## src/rtl/axis_pipe_chain.sv

```systemverilog
// axis_pipe_chain: DEPTH back-to-back AXI4-Stream register stages, full skid (MODE 0) or forward-only (MODE 1).
// Define AXIS_PIPE_CHAIN_OCC_EN to build the occupancy port and its counter.
module axis_pipe_chain #(
    parameter int DSIZE = 32,
    parameter int KSIZE = DSIZE / 8,
    parameter int USIZE = 1,
    parameter int DEPTH = 2,
    parameter int MODE  = 0
) (
    input  logic             aclk,
    input  logic             aresetn,
    input  logic             aclken,
    input  logic             s_tvalid,
    output logic             s_tready,
    input  logic [DSIZE-1:0] s_tdata,
    input  logic [KSIZE-1:0] s_tkeep,
    input  logic [USIZE-1:0] s_tuser,
    input  logic             s_tlast,
    output logic             m_tvalid,
    input  logic             m_tready,
    output logic [DSIZE-1:0] m_tdata,
    output logic [KSIZE-1:0] m_tkeep,
    output logic [USIZE-1:0] m_tuser,
    output logic             m_tlast
`ifdef AXIS_PIPE_CHAIN_OCC_EN
    ,
    output logic [$clog2(2*DEPTH+1)-1:0] occupancy
`endif
);

    localparam int W = DSIZE + KSIZE + USIZE + 1;

    // Handshake: a beat moves across any stage boundary only when valid && ready && aclken
    // at a rising edge; valid never waits on ready, and a presented beat is held until taken.
    typedef enum logic [1:0] {ST_EMPTY, ST_ONE, ST_TWO} stage_state_t;

    logic [W-1:0] s_beat;
    logic         rel_q;

    assign s_beat = {s_tdata, s_tkeep, s_tuser, s_tlast};

    if (DEPTH < 1 || DEPTH > 16) begin : g_bad_depth
        $error("axis_pipe_chain: DEPTH must be in 1..16");
    end
    if (MODE != 0 && MODE != 1) begin : g_bad_mode
        $error("axis_pipe_chain: MODE must be 0 or 1");
    end

    // Keeps s_tready low until the first enabled edge after reset release.
    always_ff @(posedge aclk or negedge aresetn) begin
        if (!aresetn) begin
            rel_q <= 1'b0;
        end else if (aclken) begin
            rel_q <= 1'b1;
        end
    end

    for (genvar k = 0; k < DEPTH; k++) begin : g_stage
        logic         in_vld;
        logic [W-1:0] in_beat;
        logic         in_rdy;
        logic         out_vld;
        logic [W-1:0] out_beat;
        logic         out_rdy;
        logic         in_x;
        logic         out_x;

        if (k == 0) begin : g_head
            assign in_vld  = s_tvalid && rel_q;
            assign in_beat = s_beat;
        end else begin : g_link
            assign in_vld  = g_stage[k-1].out_vld;
            assign in_beat = g_stage[k-1].out_beat;
        end

        if (k == DEPTH - 1) begin : g_tail
            assign out_rdy = m_tready;
        end else begin : g_next
            assign out_rdy = g_stage[k+1].in_rdy;
        end

        assign in_x  = in_vld && in_rdy && aclken;
        assign out_x = out_vld && out_rdy && aclken;

        if (MODE == 0) begin : g_skid
            stage_state_t state_q, state_d;
            logic [W-1:0] main_q, main_d, skid_q, skid_d;

            always_ff @(posedge aclk or negedge aresetn) begin
                if (!aresetn) begin
                    state_q <= ST_EMPTY;
                    main_q  <= '0;
                    skid_q  <= '0;
                end else begin
                    state_q <= state_d;
                    main_q  <= main_d;
                    skid_q  <= skid_d;
                end
            end

            always_comb begin
                state_d = state_q;
                main_d  = main_q;
                skid_d  = skid_q;
                case (state_q)
                    ST_EMPTY: begin
                        if (in_x) begin
                            state_d = ST_ONE;
                            main_d  = in_beat;
                        end
                    end
                    ST_ONE: begin
                        if (in_x && out_x) begin
                            main_d = in_beat;
                        end else if (in_x) begin
                            state_d = ST_TWO;
                            skid_d  = in_beat;
                        end else if (out_x) begin
                            state_d = ST_EMPTY;
                        end
                    end
                    ST_TWO: begin
                        // Ready is low here, so only the drain can happen.
                        if (out_x) begin
                            state_d = ST_ONE;
                            main_d  = skid_q;
                        end
                    end
                    default: state_d = ST_EMPTY;
                endcase
            end

            assign in_rdy   = (state_q != ST_TWO);
            assign out_vld  = (state_q != ST_EMPTY);
            assign out_beat = main_q;
        end else begin : g_fwd
            logic         vld_q;
            logic [W-1:0] beat_q;

            always_ff @(posedge aclk or negedge aresetn) begin
                if (!aresetn) begin
                    vld_q  <= 1'b0;
                    beat_q <= '0;
                end else if (in_x) begin
                    vld_q  <= 1'b1;
                    beat_q <= in_beat;
                end else if (out_x) begin
                    vld_q  <= 1'b0;
                end
            end

            assign in_rdy   = !vld_q || out_rdy;
            assign out_vld  = vld_q;
            assign out_beat = beat_q;
        end
    end

    assign s_tready = rel_q && g_stage[0].in_rdy;
    assign m_tvalid = g_stage[DEPTH-1].out_vld;
    assign {m_tdata, m_tkeep, m_tuser, m_tlast} = g_stage[DEPTH-1].out_beat;

`ifdef AXIS_PIPE_CHAIN_OCC_EN
    localparam int OW = $clog2(2 * DEPTH + 1);

    logic in_fire;
    logic out_fire;

    assign in_fire  = s_tvalid && s_tready && aclken;
    assign out_fire = m_tvalid && m_tready && aclken;

    always_ff @(posedge aclk or negedge aresetn) begin
        if (!aresetn) begin
            occupancy <= '0;
        end else if (in_fire && !out_fire) begin
            occupancy <= occupancy + OW'(1);
        end else if (out_fire && !in_fire) begin
            occupancy <= occupancy - OW'(1);
        end
    end
`endif

endmodule

```

## config.mk

```make
export PLATFORM = sky130hd
export DESIGN_NAME = axis_pipe_chain
export DESIGN_NICKNAME = d
export VERILOG_FILES = /design/src/rtl/axis_pipe_chain.sv
export SDC_FILE = /design/constraint.sdc
export NUM_CORES = 1
export LEC_CHECK = 0
export ABC_AREA = 1
export BUFFER_PORTS_ARGS = -buffer_cell sky130_fd_sc_hd__buf_2
export CAP_MARGIN = 0
export CORE_MARGIN = 2
export CORE_UTILIZATION = 63
export DETAILED_ROUTE_END_ITERATION = 8
export PLACE_DENSITY = 0.95
export SLEW_MARGIN = 30
export SYNTH_ARGS = -nofsm -noshare
export SYNTH_HDL_FRONTEND = slang
export SYNTH_SLANG_ARGS = --single-unit
export TNS_END_PERCENT = 10
```

## constraint.sdc

```tcl
create_clock -name aclk -period 2.2 [get_ports aclk]
set_clock_uncertainty 0.1 [all_clocks]
set_input_delay 0.22 -clock aclk [delete_from_list [all_inputs] [get_ports aclk]]
set_output_delay 0.22 -clock aclk [all_outputs]
set_load 0.02 [all_outputs]
```

==> summary.md <==
| Metric | Value |
|---|---|
| Post-Route M1 WL | between 7000 and 8000 um |
| Power, Total | between 10 and 15 mW |
| Placed wire-length estimate | between 10000 and 15000 um |
| Die outline width | between 100 and 150 um |
| PwrDens | about 1500 nW/um^2 |
| RR Startpoint | g_stage[0].g_skid.state_q[1]$_DFFE_PN0P_ |
| Relative slew slack | 0.575 |
| WL final | between 15000 and 20000 um |
| Worst-path clk slew | approximately 60 ps |
| Syn avg cell area | around 8 um^2 |
| Max Transition Viols Final | 0 |
| Synth Register Bits | around 160 |
| Mapped cell area | 7330 um^2 |
| Drt wl/cell | between 15 and 20 um |
| Worst-Margin Slew | ~640 ps |
| CP Class | register to register |
| Root Driver | clkbuf_16 |
| Max Root-Sink Buffers | 2 |
| Detailed Routing Iterations Pass 1 | 6 |
| Worst skew pair latency | 430 ps |
| Nets | about 1100 |
| Synth unique cells | 24 |
| Final setup viols | 0 |
| Core area | between 10000 and 15000 um^2 |
| NetSw | around 5.5 mW |
| Final Core Density | 0.770 |
| Ports | 83 |
| Outcome | completed |
| Syn Nets | roughly 960 |
| Clock sinks | 157 |
| Final GP Congestion | 0.840 |
| Reg2Reg Setup Slack | ~280 ps |
| WL met3 | 1990 um |
| Hold depth | 4 |
| Largest net degree at the start of global routing | 50 |
| Vias in the first global route | 6503 |
| Arr. time, crit path | between 2000 and 2500 ps |
| CP Launch Point | g_stage[0].g_skid.state_q[1]$_DFFE_PN0P_ |
| ANT nets after route | 0 |
| Reg-to-reg critical path endpoint | g_stage[0].g_skid.skid_q[16]$_DFFE_PN0P_ |
| Sequential cell area fraction in the yosys report | 0.536 |
| RSZ-0062 raised after global routing | false |
| Clk network pwr share | 0.235 |
| Initial antenna violation count | 0 |
| Final Hold Vio Count | 0 |
| Vias per std cell | 5.91 |
| FF-to-FF path depth | 8 |
| Remaining Overflow, GRT | 0 |
| Crit path launch type | register |
| H-tree level count | 4 |
| Sequential power share | 0.380 |
| Initial core utilization | 0.644 |
| Layout fillers | 686 |
| Worst hold-check path type | input pin to register |
| First-pass GRT wire length | around 33000 um |
| Input/output buffers | just over 80 |
| Core Rows | 39 |
| DR iter-0 viols | just under 900 |
| CTS resizes | 0 |
| Setup TNS | 0 ps |
| Post-CTS Hold Buffers | 39 |
| CP Max Fanout | 29 |
| Met2 wire len | approximately 9100 um |
| P&R area growth vs syn | 19.5% |
| Antenna fix cells | 0 |
| Die Area | between 10000 and 15000 um^2 |
| Hold_sp | m_tready |
| Residual DRC | 0 |
| Gr usage total | 0.327 |
| Critical path endpoint category | register |
| Crit path time final | between 1500 and 2000 ps |
| Fin crit share | 0.872 |
| Clock buffer count from CTS | 17 |
| Maxcap violations | 0 |
| Combinational power share | 0.386 |
| Clock tree from TritonCTS | yes |
| Die Ht | around 110 um |
| Via count | 6910 |
| Top Layer Used | met4 |
| Leakage power | 4.68 nW |
| F_max | 0.521 GHz |
| Worst endpoint required time | around 2400 ps |
| Worst Hold End | g_stage[1].g_skid.state_q[1]$_DFFE_PN0P_ |
| Sw frac | 0.419 |
| Maximum vdd drop | 1.10 mV |
| # Post-CTS Setup Buffers | 0 |
| Synth warn | 0 |
| Layout cells sized above 1 | 0.154 |
| Pint | between 7 and 8 mW |
| Syn Inst Count | about 910 |
cell type report:
type                       instances  area, um^2  share of cell area
clock buffer                      23         488              0.0557
sequential                       157        3930               0.449
inverter                          44         165              0.0189
tap                              143         179              0.0204
clock inverter                     9         134              0.0153
timing repair buffer             151        1040               0.119
multi-input combinational        643        2810               0.321
cells in the final DEF (no fill, tap or decap), types with 9 or more instances in the layout:
master and count:
nand2_1 393, dfrtp_1 157, nand3_1 117, buf_2 81, o21ai_0 67, inv_1 40
nand4_1 39, dlygate4sd3_1 39, buf_4 29, clkbuf_16 17, o21ai_1 9
routing by layer:
metal | track usage | vias up
met5 | 0 | -
met4 | 0.119 | 0
met3 | 0.0778 | 85
met2 | 0.517 | 492
met1 | 0.447 | 3187
li1 | - | 3146
through the flow:
stage	hold WS, ps	cell area (um^2)	std cells	setup slack, ps
2_1_floorplan	-176	7330	914	661
5_1_grt	93.6	8750	1170	156
6_report	76.0	8750	1170	282
3_3_place_gp	82.7	7740	1099	524
3_5_place_dp	92.4	7740	1099	405
4_1_cts	67.0	8750	1170	335
power by group through the flow:
| stage | clock network (mW) | registers, mW | logic, mW |
|---|---|---|---|
| 4_1_cts | 3.07 | 4.93 | 4.95 |
| 5_1_grt | 3.22 | 5.08 | 5.63 |
| 2_1_floorplan | 0 | 5.06 | 3.37 |
| 6_report | 3.07 | 4.98 | 5.05 |
| 3_3_place_gp | 0 | 4.85 | 4.48 |
| 3_5_place_dp | 0 | 4.91 | 4.72 |
state kept, by name, summed over array words and instances (netlist names):
signal / count
g_stage.g_skid.skid_q: 76
rel_q: 1
g_stage.g_skid.main_q: 76
g_stage.g_skid.state_q: 4
Yosys cell counts, drive strengths merged:
| cell | count | share of area |
|---|---|---|
| clkbuf | 22 | 0.011 |
| a31oi | 1 | 0.00085 |
| nand4 | 40 | 0.035 |
| nand3 | 117 | 0.080 |
| a21boi | 1 | 0.0015 |
| or2 | 1 | 0.00085 |
| buf | 48 | 0.046 |
| o21bai | 1 | 0.0015 |
| nand2 | 397 | 0.20 |
| o21ai | 77 | 0.053 |
| xnor2 | 1 | 0.0012 |
| nor2 | 7 | 0.0050 |
| dfrtp | 157 | 0.54 |
| inv | 44 | 0.023 |
how the worst max path moves through the flow:
stage / cells after the start / slack, ps / endpoint
finish: 8 / 280 / g_stage[0].g_skid.skid_q[16]$_DFFE_PN0P_
global route: 8 / 160 / g_stage[0].g_skid.skid_q[16]$_DFFE_PN0P_
CTS: 8 / 340 / g_stage[0].g_skid.skid_q[16]$_DFFE_PN0P_
detailed placement: 8 / 400 / g_stage[0].g_skid.skid_q[16]$_DFFE_PN0P_
global placement: 8 / 520 / g_stage[0].g_skid.skid_q[12]$_DFFE_PN0P_
floorplan: 8 / 660 / g_stage[1].g_skid.main_q[17]$_DFFE_PN0P_
critical path, cell delays in order (launching register included):
cell and delay [ps]:
dfrtp_1 460, nand2_2 280, nand2_2 110, nor2_2 130, buf_4 200, nand3_1 110
buf_4 250, nand2_1 120, nand2_1 60
kinds of logic (layout without fill, tap and decap cells):
logic type	count (synthesis)	after routing	share of synthesized area
compound gates	80	80	0.0570
flops	157	157	0.536
simple gates	562	562	0.326
xor+xnor	1	1	0.00120
buf+inv	114	227	0.0799
No activity file was read; power rests on OpenSTA's default activity.
